### config.mk
export PLATFORM = sky130hd
export DESIGN_NAME = icache_ro
export DESIGN_NICKNAME = d
export VERILOG_FILES = /design/src/rtl/icache_pkg.sv /design/src/rtl/icache_line_store.sv /design/src/rtl/icache_ro.sv
export SDC_FILE = /design/constraint.sdc
export NUM_CORES = 1
export LEC_CHECK = 0
export BUFFER_PORTS_ARGS = -buffer_cell sky130_fd_sc_hd__buf_2
export CAP_MARGIN = 20
export CORE_MARGIN = 5
export CORE_UTILIZATION = 50
export DETAILED_ROUTE_END_ITERATION = 6
export PLACE_DENSITY = 0.69
export SETUP_SLACK_MARGIN = 0.2
export SYNTH_ARGS = -nofsm -noshare
export SYNTH_HDL_FRONTEND = slang
export SYNTH_SLANG_ARGS = --single-unit
export TNS_END_PERCENT = 5
### constraint.sdc
create_clock -name clk -period 30.9 [get_ports clk]
set_clock_uncertainty 0.05 [all_clocks]
set_input_delay 4.635 -clock clk [delete_from_list [all_inputs] [get_ports clk]]
set_output_delay 4.635 -clock clk [all_outputs]
set_load 0.02 [all_outputs]
### src/rtl/icache_pkg.sv
// icache_pkg: shared widths, geometry and FSM state type for the read-only instruction cache
package icache_pkg;
    localparam int DEF_LINES  = 8;
    localparam int LINE_W     = 128;
    localparam int WORD_W     = 32;
    localparam int ADDR_W     = 30;
    localparam int MEM_ADDR_W = 28;
    localparam int INDEX_W    = $clog2(DEF_LINES);
    localparam int TAG_W      = ADDR_W - 2 - INDEX_W;
    typedef enum logic {S_IDLE, S_FILL} state_t;
endpackage

### src/rtl/icache_line_store.sv
// icache_line_store: flop-based valid/tag/data arrays, combinational read, one synchronous write
module icache_line_store
    import icache_pkg::*;
#(
    parameter int LINES = DEF_LINES,
    parameter int IW    = INDEX_W,
    parameter int TW    = TAG_W
) (
    input  logic              clk,
    input  logic              rst,
    input  logic [IW-1:0]     rd_idx,
    output logic              rd_valid,
    output logic [TW-1:0]     rd_tag,
    output logic [LINE_W-1:0] rd_line,
    input  logic              we,
    input  logic [IW-1:0]     wr_idx,
    input  logic [TW-1:0]     wr_tag,
    input  logic [LINE_W-1:0] wr_line
);
    logic [LINES-1:0]  valid;
    logic [TW-1:0]     tags [LINES];
    logic [LINE_W-1:0] data [LINES];

    assign rd_valid = valid[rd_idx];
    assign rd_tag   = tags[rd_idx];
    assign rd_line  = data[rd_idx];

    // valid bits clear on reset; a fill marks its line valid
    always_ff @(posedge clk) begin
        if (rst) valid <= '0;
        else if (we) valid[wr_idx] <= 1'b1;
    end

    // tag and data install alongside the valid bit, suppressed while in reset
    always_ff @(posedge clk) begin
        if (we && !rst) begin
            tags[wr_idx] <= wr_tag;
            data[wr_idx] <= wr_line;
        end
    end
endmodule

### src/rtl/icache_ro.sv
// icache_ro: direct-mapped read-only I-cache; optional ICACHE_PERF_CNT_EN enables saturating hit/miss counters
module icache_ro
    import icache_pkg::*;
#(
    parameter int LINES = DEF_LINES
) (
    input  logic                  clk,
    input  logic                  rst,
    input  logic                  ICACHE_ren,
    input  logic                  ICACHE_wen,
    input  logic [ADDR_W-1:0]     ICACHE_addr,
    input  logic [WORD_W-1:0]     ICACHE_wdata,
    output logic [WORD_W-1:0]     ICACHE_rdata,
    output logic                  ICACHE_stall,
    output logic                  mem_read,
    output logic                  mem_write,
    output logic [MEM_ADDR_W-1:0] mem_addr,
    output logic [LINE_W-1:0]     mem_wdata,
    input  logic [LINE_W-1:0]     mem_rdata,
    input  logic                  mem_ready,
    output logic [31:0]           hit_cnt,
    output logic [31:0]           miss_cnt
);
    localparam int IW = $clog2(LINES);
    localparam int TW = ADDR_W - 2 - IW;

    state_t            state;
    logic              rd_valid;
    logic [TW-1:0]     rd_tag;
    logic [LINE_W-1:0] rd_line;
    logic              hit;
    logic              fill_done;
    logic              unused_wr;

    assign unused_wr = ^{ICACHE_wen, ICACHE_wdata};
    assign mem_write = 1'b0;
    assign mem_wdata = '0;

    assign hit          = rd_valid && rd_tag == ICACHE_addr[ADDR_W-1:2+IW];
    assign fill_done    = state == S_FILL && mem_ready;
    assign ICACHE_rdata = rd_line[{ICACHE_addr[1:0], 5'd0} +: WORD_W];
    assign ICACHE_stall = state == S_FILL || (ICACHE_ren && !hit);

    icache_line_store #(.LINES(LINES), .IW(IW), .TW(TW)) u_store (
        .clk      (clk),
        .rst      (rst),
        .rd_idx   (ICACHE_addr[2+IW-1:2]),
        .rd_valid (rd_valid),
        .rd_tag   (rd_tag),
        .rd_line  (rd_line),
        .we       (fill_done),
        .wr_idx   (mem_addr[IW-1:0]),
        .wr_tag   (mem_addr[MEM_ADDR_W-1:IW]),
        .wr_line  (mem_rdata)
    );

    // miss FSM: latch the line address on a miss, hold the request until mem_ready
    always_ff @(posedge clk) begin
        if (rst) begin
            state    <= S_IDLE;
            mem_read <= 1'b0;
            mem_addr <= '0;
        end else begin
            case (state)
                S_IDLE: if (ICACHE_ren && !hit) begin
                    state    <= S_FILL;
                    mem_read <= 1'b1;
                    mem_addr <= ICACHE_addr[ADDR_W-1:2];
                end
                S_FILL: if (mem_ready) begin
                    state    <= S_IDLE;
                    mem_read <= 1'b0;
                end
                default: state <= S_IDLE;
            endcase
        end
    end

`ifdef ICACHE_PERF_CNT_EN
    // saturating counters sampled only on IDLE lookups
    always_ff @(posedge clk) begin
        if (rst) begin
            hit_cnt  <= '0;
            miss_cnt <= '0;
        end else if (state == S_IDLE && ICACHE_ren) begin
            if (hit && hit_cnt != '1) hit_cnt <= hit_cnt + 32'd1;
            if (!hit && miss_cnt != '1) miss_cnt <= miss_cnt + 32'd1;
        end
    end
`else
    assign hit_cnt  = '0;
    assign miss_cnt = '0;
`endif
endmodule

* Yosys cells after proc, flatten, opt, wreduce, memory -nomap -nowiden
Memories as Yosys holds them, arrays and structs flattened.
Cells that the tools add are included.
W data, S select, Z words.
** Operators by class
- Div/mod/pow operators :: 0
- $add $sub $neg :: 0
- $mul :: 0
- Equality and inequality tests :: 3
- Reductions and logical operators :: 10
- Muxes and demuxes :: 12
- Shift operators :: 1
- Bitwise logic cells :: 2
- Magnitude comparators :: 3
** Operator list (count)
- $shiftx A128 B8 Y32 :: 1
- $eq A25 B25 Y1 :: 1
- $lt A3 B4 Y1 const B :: 2
- $mux W1 :: 8
- $or A8 B8 Y8 :: 1
- $logic_and A1 B1 Y1 :: 5
- $ne A2 B2 Y1 const B :: 2
- $pmux W1 S2 :: 2
- $reduce_and A2 Y1 :: 2
- $bmux W1 S3 :: 1
- $demux W1 S3 :: 1
- $ge A3 B1 Y1 const B :: 1
- $logic_not A1 Y1 :: 2
- $logic_or A1 B1 Y1 :: 1
- $not A1 Y1 :: 1
** Storage, ports and cells
- Output and inout bits :: 255
- Bits in read-only memories :: 0
- Memories kept :: 2
- Bits in latches :: 0
- Bits in registers :: 38
- Bits in writable memories :: 1224
** Memories
- u_store.data :: depth 8, bits a word 128, rd ports 1, clocked after memory_dff 0, write ports 1, line icache_line_store.sv:22 : logic [LINE_W-1:0] data [LINES];
- u_store.tags :: depth 8, bits a word 25, rd ports 1, clocked after memory_dff 0, write ports 1, line icache_line_store.sv:21 : logic [TW-1:0] tags [LINES];

* Depth between registers and ports, before layout
Gate-level depths: netlist of run 1.
- Depth in word-level cells :: 7
- Depth in mapped cells :: 13
- Gate-level depth less buffers :: 7

* By module
A second synthesis of run 1 with hierarchy kept.
** Unflattened totals
- Cell total of the unflattened synthesis :: 2218
- Area, all modules :: 50135.6 um^2
** By module, submodules not included
- icache_line_store :: cells each 1819, sequential area each 36915.4 um^2, area an instance 46298.2 um^2, instances 1
- icache_ro :: cells each 399, sequential area each 600.6 um^2, area an instance 3837.4 um^2, instances 1

* Least setup slack after synthesis of run 1
OpenSTA, ideal clock, no wires.
- Path kind :: input -> register
- Start :: in mem_ready
- End :: mem u_store.data[0][0], enable pin
- Arrival time :: 15424 ps
- Stages :: 3
- Buffers on the path :: 0
- Setup slack :: 14571 ps
- Cell sequence :: nand2_1 > or3_1 > nor3_1
** On the way
- Word-level cells in the longest chain between the ends :: 4
** RTL lines
- from (decl) :: line icache_ro.sv:20 : input logic mem_ready,
- $logic_and A1 B1 Y1 :: line icache_ro.sv:40 : assign fill_done = state == S_FILL && mem_ready;
- $logic_and A1 B1 Y1 :: line icache_line_store.sv:36 : if (we && !rst) begin
- $mux W1 :: line icache_line_store.sv:36
- $mux W1 (implied by the code) :: line icache_line_store.sv:38 : data[wr_idx] <= wr_line;
- to (decl) :: line icache_line_store.sv:22
No other way between the ends.

* Worst setup path in the final report of run 1
- Start :: in ICACHE_addr[2]
- End :: out ICACHE_rdata[14]
** On the way
- Word-level cells in the longest chain between the ends :: 2
** RTL lines
- from (decl) :: line icache_ro.sv:11 : input logic [ADDR_W-1:0] ICACHE_addr,
- $mem_v2 Z8 W128
- $shiftx A128 B8 Y32 :: line icache_ro.sv:41 : assign ICACHE_rdata = rd_line[{ICACHE_addr[1:0], 5'd0} +: WORD_W];
- to (decl) :: line icache_ro.sv:13 : output logic [WORD_W-1:0] ICACHE_rdata,
No other way between the ends.

==> results.py, run 1 <==
metrics = {
    "status": {
        "run_status": "complete, no violations",
    },
    "yosys": {
        "synth_top_area_cell": "edfxtp_1",
        "synth_cells": 2173,
        "syn_area_um2": 49510,
        "synth-async-reset-ratio": 0,
        "yosysMostFrequentCell": "edfxtp_1",
        "synth_common_cells": "1,224 x edfxtp_1, 352 x mux4_2, 196 x buf_4, 69 x mux2i_1, 62 x nand2_1",
        "ys_seq_area_frac": 0.7577,
        "ys.warnings.count": 0,
        "avgSynthCellArea_um2": 22.79,
        "synth_top_area_frac": 0.7423,
        "synth_edf_count": 1224,
        "synth_ff_type": "edfxtp_1",
        "synth.top_cells.by_area": "edfxtp_1 74%, mux4_2 16%, buf_4 3.0%",
        "synthDistinctLibCells": 35,
        "ys_seq_elements": 1262,
    },
    "critical_path": {
        "critical_path_buf_inv_count": 4,
        "start_kind": "input port",
        "cpLargestDelayFamily": "buffers and inverters",
        "cp.required_ns": 26.22,
        "slowest_stage": "buf_4",
        "crit_chain": "buf_8, buf_4, buf_4, mux4_2, mux4_2, mux2_2, buf_2",
        "slowest_delay_ns": 0.87,
        "worstSetupPathType": "input port to primary output",
        "critPathCaptureType": "primary output",
        "path_max_fanout": 77,
        "reg2reg_setup_slack_ns": 27.52,
        "arrival_ns": 8.76,
    },
    "placed_design": {
        "dp_hpwl_mm": 55.35,
        "io_buffers": 223,
        "routabilityCongestion": 0.7208,
        "dpl_worst_slack_ns": 17.32,
    },
    "cells_and_area": {
        "drive_gt1_frac": 0.3276,
        "layout.nets": 2651,
        "final_util": 0.5660,
        "syn_to_final_growth_pct": 12.34,
    },
    "clocking": {
        "cts-resized-gates": 0,
        "htree_num_levels": 4,
        "cts_tree": "built",
        "cts_setup_buffers": 0,
        "clock_path_buffers": 3,
        "numCtsBuffers": 132,
        "cts_hold_buffers": 0,
        "clkLatencyLatePin_ns": 0.72,
        "cts_sinks": 1262,
        "cts-root-buf": "clkbuf_16",
        "clk_pin_slew_ns": 0.06,
    },
    "sta": {
        "setup_viol": 0,
        "rsz0062_at_grt": "no",
        "postLayoutSetupSlackWorst_ns": 17.46,
        "fin_crit_ns": 13.44,
        "finalSetupTns_ns": 0,
        "maxSlewHeadroom": 0.2997,
        "holdWs_ns": 0.4023,
        "fin_crit_sh": 0.4351,
        "worstMarginPinSlew_ns": 1.050,
        "drv_slew": 0,
        "final_hold_viol_count": 0,
        "fmax_mhz": 74.38,
    },
    "power_and_ir_drop": {
        "ir_worst_vdd_mv": 0.04311,
        "p_leak_uw": 0.01840,
        "power_density_nw_per_um2": 64.58,
        "finalPower_uw": 3592,
    },
    "die": {
        "die_h_um": 324.7,
        "coreArea_um2": 98280,
        "die-area_um2": 105400,
        "io_pins": 450,
        "die_w_um": 324.7,
        "rows": 115,
        "start_util": 0.5038,
    },
    "detailed_routing": {
        "antenna_left": 0,
        "drcViolationCount": 0,
        "vias_per_cell": 5.640,
        "routed-via-count": 21765,
        "postRouteWirelength_mm": 102.2,
        "drt_pass1_iterations": 5,
        "wl_per_cell_um": 26.49,
        "drt_iter0_markers": 1837,
    },
    "global_routing": {
        "grt_overflow": 0,
        "antenna_found_initial": 39,
        "grt_pass1_wl_mm": 151.3,
        "grt.total_usage": 0.1930,
        "grt_pass1_vias": 23355,
        "grt_max_degree": 140,
    },
    "worst_hold_path": {
        "hold_class": "flip-flop to flip-flop",
    },
    "run": {
        "maxCapViolations": 0,
    },
}
-- cell usage in the layout (no fill, tap or decap), types with 3 or more instances in the layout --
cell type	count
mux4_2	352
inv_6	8
bufinv_16	7
nand2_1	62
nor2_4	6
xnor2_1	23
nor2_1	3
diode_2	11
mux4_1	4
a22o_1	3
buf_12	9
edfxtp_1	1224
a21o_1	8
nand4_1	5
buf_2	219
buf_4	20
nand2b_1	5
clkbuf_8	3
conb_1	193
mux2_2	41
mux2i_1	69
nor4_1	3
dfxtp_1	38
o22ai_1	4
clkbuf_16	137
clkinv_1	30
clkinvlp_4	3
nor2b_1	4
clkinv_2	22
a221oi_1	7
clkbuf_1	26
-- area by class of cell --
type                    instances  area, um^2
inverters                       1       3.754
diodes                         11       27.53
clock inverters                73       578.1
fillers                      7123       42650
clock buffers                 166        3567
multi-input cells             807       10820
repair buffers                252        1495
flip-flops and latches       1262       37520
well taps                    1287        1610
-- logic make-up after synthesis --
| group | Yosys count | synth area share |
|---|---|---|
| buf+inv | 296 | 0.03940 |
| simple gates | 96 | 0.008642 |
| compound gates | 27 | 0.004271 |
| mux | 466 | 0.1855 |
| flops | 1262 | 0.7577 |
| other cells | 1 | 0.00007574 |
| xor+xnor | 25 | 0.004422 |
-- worst paths after layout --
kind,startpoint,endpoint,depth (start not counted)
setup / recovery,ICACHE_addr[2],ICACHE_rdata[14],7
hold / removal,u_store.valid[3],u_store.valid[3],1
setup reg to reg,u_store.tags[5][18],mem_addr[2],7
hold reg to reg,u_store.valid[3],u_store.valid[3],1
-- sequential cells by signal, indices dropped and copies added (netlist names) --
| name | flops |
|---|---|
| u_store.data | 1024 |
| u_store.tags | 200 |
| mem_addr | 28 |
| u_store.valid | 8 |
| mem_read | 1 |
| state | 1 |
-- stage by stage --
stage	cell area, um^2	std cells
floorplan	50230	2365
global placement	51420	3608
detailed placement	51420	3608
CTS	55570	3847
global route	55600	3849
finish	55620	3859
-- routing by layer --
layer / GRT usage / part of all wire / wire length, um
met5: 0 / 0.0019 / 197
met4: 0.04843 / 0.018 / 1867
met3: 0.05439 / 0.071 / 7219
met2: 0.3314 / 0.52 / 53150
met1: 0.2464 / 0.39 / 39810
-- power breakdown --
group	internal [uW]	switching, uW
Sequential	1890	7.60
Clock	878	623
Combinational	76.8	119
Total	2840	750
Power figures use the tool's default switching activity.
==> inputs of run 2 (changes only) <==
--- a/config.mk
+++ b/config.mk
@@ -10,7 +10,7 @@
 export CORE_MARGIN = 5
 export CORE_UTILIZATION = 50
 export DETAILED_ROUTE_END_ITERATION = 6
-export PLACE_DENSITY = 0.69
+export PLACE_DENSITY = 0.72
 export SETUP_SLACK_MARGIN = 0.2
 export SYNTH_ARGS = -nofsm -noshare
 export SYNTH_HDL_FRONTEND = slang
==> constraint.sdc (replaced) <==
create_clock -name clk -period 11.1 [get_ports clk]
set_clock_uncertainty 0.05 [all_clocks]
set_input_delay 1.665 -clock clk [delete_from_list [all_inputs] [get_ports clk]]
set_output_delay 1.665 -clock clk [all_outputs]
set_load 0.02 [all_outputs]
==> results.py, run 2 (same netlist as run 1, synthesis figures left out) <==
metrics = {
    "sta": {
        "maxSlewHeadroom": 0.2065,
        "fin_crit_sh": 0.6115,
        "final_hold_viol_count": 0,
        "worstMarginPinSlew_ns": 1.190,
        "drv_slew": 0,
        "setup_viol": 0,
        "fin_crit_ns": 6.787,
        "fmax_mhz": 147.3,
        "rsz0062_at_grt": "no",
    },
    "power_and_ir_drop": {
        "power_density_nw_per_um2": 177.8,
        "finalPower_uw": 9853,
        "ir_worst_vdd_mv": 0.1313,
        "p_leak_uw": 0.01829,
    },
    "die": {
        "start_util": 0.5038,
        "io_pins": 450,
        "die_h_um": 324.7,
        "coreArea_um2": 98280,
        "die_w_um": 324.7,
        "die-area_um2": 105400,
        "rows": 115,
    },
    "cells_and_area": {
        "layout_common_cells": "1,224 x edfxtp_1, 352 x mux4_2, 219 x buf_2",
        "final_common_cell": "edfxtp_1",
        "layout.cells.non_filler": 3851,
        "top_register": "u_store.data",
        "reg.largest.list": "u_store.data x1024, u_store.tags x200, mem_addr x28",
        "nFillCells": 7051,
        "drive_gt1_frac": 0.3293,
        "syn_to_final_growth_pct": 11.94,
        "largest_reg_flops": 1024,
        "layout.nets": 2636,
    },
    "detailed_routing": {
        "drt_iter0_markers": 1900,
        "antenna_left": 0,
        "wl_per_cell_um": 26.88,
        "drt_pass1_iterations": 5,
        "routed-via-count": 21915,
        "drcViolationCount": 0,
        "vias_per_cell": 5.691,
        "postRouteWirelength_mm": 103.5,
    },
    "worst_hold_path": {
        "hold_class": "flip-flop to flip-flop",
        "holdPathStages": 1,
    },
    "critical_path": {
        "worstSetupPathType": "input port to primary output",
        "arrival_ns": 5.07,
        "reg2reg_depth": 5,
        "path_max_fanout": 44,
        "critPathCaptureType": "primary output",
        "start_kind": "input port",
        "cp.required_ns": 9.39,
    },
    "clocking": {
        "cts_sinks": 1262,
        "numCtsBuffers": 121,
        "htree_num_levels": 3,
        "clkLatencyLatePin_ns": 0.68,
        "cts_hold_buffers": 0,
        "cts-root-buf": "clkbuf_16",
        "cts_setup_buffers": 0,
        "cts_tree": "built",
        "clk_pin_slew_ns": 0.06,
        "clock_path_buffers": 3,
        "cts-resized-gates": 0,
    },
    "placed_design": {
        "dp_hpwl_mm": 56.39,
        "dp_cells": 3604,
        "routabilityCongestion": 0.7143,
        "io_buffers": 223,
    },
    "global_routing": {
        "grt_pass1_wl_mm": 153.6,
        "antenna_found_initial": 41,
        "grt_pass1_vias": 23463,
        "grt_overflow": 0,
        "grt_max_degree": 177,
        "grt.total_usage": 0.1947,
    },
    "run": {
        "maxCapViolations": 0,
    },
    "status": {
        "run_status": "complete, no violations",
    },
}
==> run 2: worst max-delay path, stage by stage <==
cell	delay, ns
clkbuf_8	0.45
buf_4	0.74
mux4_2	0.41
mux2i_1	0.21
xnor2_1	0.17
nor4_2	0.32
nand4_1	0.24
o41ai_1	0.45
nand2b_1	0.15
buf_2	0.18
==> run 2: layer usage <==
layer	GRT usage	vias up	share of wire
met3	0.04866	190	0.070
met5	0	-	0.0012
met4	0.05013	20	0.023
met2	0.3362	731	0.52
li1	-	9270	-
met1	0.2506	11704	0.39
==> run 2: path summary, 6_finish.rpt <==
path              slack (ns)                  end              from
setup / recovery        4.31         ICACHE_stall    ICACHE_addr[4]
hold / removal          0.40     u_store.valid[6]  u_store.valid[6]
setup reg to reg        7.04  u_store.data[2][56]             state
hold reg to reg         0.40     u_store.valid[6]  u_store.valid[6]
==> run 2: cell type report <==
cell class / count / area [um^2] / area share
inverter: 1 / 3.754 / 0.00006772
sequential: 1262 / 37520 / 0.6769
clock inverter: 85 / 714.4 / 0.01289
timing repair buffer: 248 / 1460 / 0.02634
tap: 1287 / 1610 / 0.02905
antenna: 19 / 47.55 / 0.0008578
clock buffer: 142 / 3242 / 0.05849
multi-input combinational: 807 / 10830 / 0.1954
==> run 2: stage by stage <==
step	area [um^2]	worst slack [ns]	utilization	hold slack, ns	TNS, ns
6_report	55420	4.313	0.5640	0.4015	0
3_5_place_dp	51400	4.275	0.5230	0.3854	0
5_1_grt	55380	4.038	0.5636	0.4350	0
3_3_place_gp	51400	4.265	0.5230	0.3770	0
4_1_cts	55360	4.248	0.5633	0.4029	0
2_1_floorplan	50240	-2.081	-	0.3711	-319.84
==> run 2: power by group <==
part | internal, uW | switching (uW)
Combinational | 214 | 334
Clock | 2330 | 1700
Sequential | 5250 | 21.7
==> inputs of run 3 (changes only) <==
--- a/config.mk
+++ b/config.mk
@@ -10,7 +10,7 @@
 export CORE_MARGIN = 5
 export CORE_UTILIZATION = 50
 export DETAILED_ROUTE_END_ITERATION = 6
-export PLACE_DENSITY = 0.72
+export PLACE_DENSITY = 0.69
 export SETUP_SLACK_MARGIN = 0.2
 export SYNTH_ARGS = -nofsm -noshare
 export SYNTH_HDL_FRONTEND = slang
==> constraint.sdc (replaced) <==
create_clock -name clk -period 6.9 [get_ports clk]
set_clock_uncertainty 0.05 [all_clocks]
set_input_delay 1.035 -clock clk [delete_from_list [all_inputs] [get_ports clk]]
set_output_delay 1.035 -clock clk [all_outputs]
set_load 0.02 [all_outputs]
==> results.py, run 3 (same netlist as run 1, synthesis figures left out) <==
metrics = {
    "critical_path": {
        "crit_chain": "buf_8, buf_12, mux4_2, mux4_2, mux2_2, buf_2",
        "arrival_ns": 4.06,
        "cp.required_ns": 5.81,
        "path_common_cell": "mux4_2",
        "slowest_delay_ns": 0.69,
        "worstSetupPathType": "input port to primary output",
        "critPathCaptureType": "primary output",
        "path_max_fanout": 158,
        "slowest_stage": "buf_12",
        "start_kind": "input port",
    },
    "clocking": {
        "cts-resized-gates": 0,
        "cts_sinks": 1262,
        "htree_num_levels": 3,
        "cts_hold_buffers": 0,
        "cts_tree": "built",
        "cts-root-buf": "clkbuf_16",
        "clkLatencyLatePin_ns": 0.69,
        "clock_path_buffers": 3,
        "clk_pin_slew_ns": 0.06,
        "cts_setup_buffers": 0,
        "numCtsBuffers": 120,
    },
    "die": {
        "die-area_um2": 105400,
        "die_h_um": 324.7,
        "die_w_um": 324.7,
        "coreArea_um2": 98280,
        "rows": 115,
        "io_pins": 450,
        "start_util": 0.5038,
    },
    "detailed_routing": {
        "antenna_left": 0,
        "drt_iter0_markers": 1716,
        "postRouteWirelength_mm": 102.0,
        "routed-via-count": 21693,
        "wl_per_cell_um": 26.48,
        "drcViolationCount": 0,
        "drt_pass1_iterations": 5,
        "vias_per_cell": 5.635,
    },
    "sta": {
        "fmax_mhz": 194.4,
        "holdWs_ns": 0.4046,
        "drv_slew": 0,
        "finalSetupTns_ns": 0,
        "maxSlewHeadroom": 0.2772,
        "rsz0062_at_grt": "no",
        "final_hold_viol_count": 0,
        "worstMarginPinSlew_ns": 1.084,
        "fin_crit_sh": 0.7454,
        "fin_crit_ns": 5.143,
        "setup_viol": 0,
    },
    "cells_and_area": {
        "top_register": "u_store.data",
        "layout.nets": 2647,
        "layout_common_cells": "1,224 x edfxtp_1, 352 x mux4_2, 219 x buf_2",
        "final_common_cell": "edfxtp_1",
        "largest_reg_flops": 1024,
        "drive_gt1_frac": 0.3327,
        "syn_to_final_growth_pct": 12.30,
        "reg.largest.list": "u_store.data x1024, u_store.tags x200, mem_addr x28",
    },
    "global_routing": {
        "grt_max_degree": 159,
        "grt.total_usage": 0.1916,
        "grt_overflow": 0,
        "grt_pass1_vias": 23055,
        "grt_pass1_wl_mm": 151.0,
        "antenna_found_initial": 31,
    },
    "run": {
        "maxCapViolations": 0,
    },
    "power_and_ir_drop": {
        "finalPower_uw": 16000,
        "power_density_nw_per_um2": 287.7,
        "p_leak_uw": 0.01838,
        "ir_worst_vdd_mv": 0.3017,
    },
    "placed_design": {
        "io_buffers": 223,
        "dp_hpwl_mm": 55.89,
        "routabilityCongestion": 0.7422,
    },
    "status": {
        "run_status": "complete, no violations",
    },
    "worst_hold_path": {
        "hold_class": "flip-flop to flip-flop",
    },
}
run 3: changes by cell type in the layout (fill, tap and decap cells not counted), sizes merged:
cell      before  now
clkinv        60   51
bufinv        11   17
diode         19   11
clkinvlp       9    6
buf          247  260
run 3: worst paths after layout:
check                startpoint               end  slack (ns)  depth (start not counted)
min            u_store.valid[7]  u_store.valid[7]        0.40                          1
max reg2reg  u_store.tags[5][3]      mem_addr[19]        3.62                          7
min reg2reg    u_store.valid[7]  u_store.valid[7]        0.40                          1
max              ICACHE_addr[3]   ICACHE_rdata[2]        1.76                          6
run 3: area by class of cell:
type | count | area, um^2
tap | 1287 | 1610
antenna | 11 | 27.53
sequential | 1262 | 37520
timing repair buffer | 260 | 1585
multi-input combinational | 807 | 10840
inverter | 1 | 3.754
clock buffer | 143 | 3151
fill | 7162 | 42670
clock inverter | 79 | 875.8
run 3: per-stage QoR:
stage                     area, um^2  utilization  cells  setup slack, ns
after floorplan                50240            -   2365           -1.697
final                          55610       0.5658   3850            1.757
after CTS                      55580       0.5655   3839            1.682
after detailed placement       51550       0.5246   3617            1.682
after global placement         51550       0.5246   3617            1.702
after global routing           55590       0.5656   3842            1.449
run 3: where the power goes:
| group | switching (uW) | leakage [uW] | total (uW) | internal [uW] |
|---|---|---|---|---|
| Clock | 2740 | 0.00197 | 6630 | 3890 |
| Sequential | 35.0 | 0.0115 | 8480 | 8450 |
| Combinational | 532 | 0.00495 | 877 | 345 |
| Total | 3310 | 0.0184 | 16000 | 12700 |
run 3: critical path, delay by kind of cell:
kind	cells	cell delay, ns
buf+inv	3	1.42
mux	3	1.33
run 3: layer usage:
metal	share of wire	track usage
met3	0.066	0.04464
met5	0.0012	0
met1	0.39	0.2504
met2	0.52	0.3319
met4	0.020	0.04361
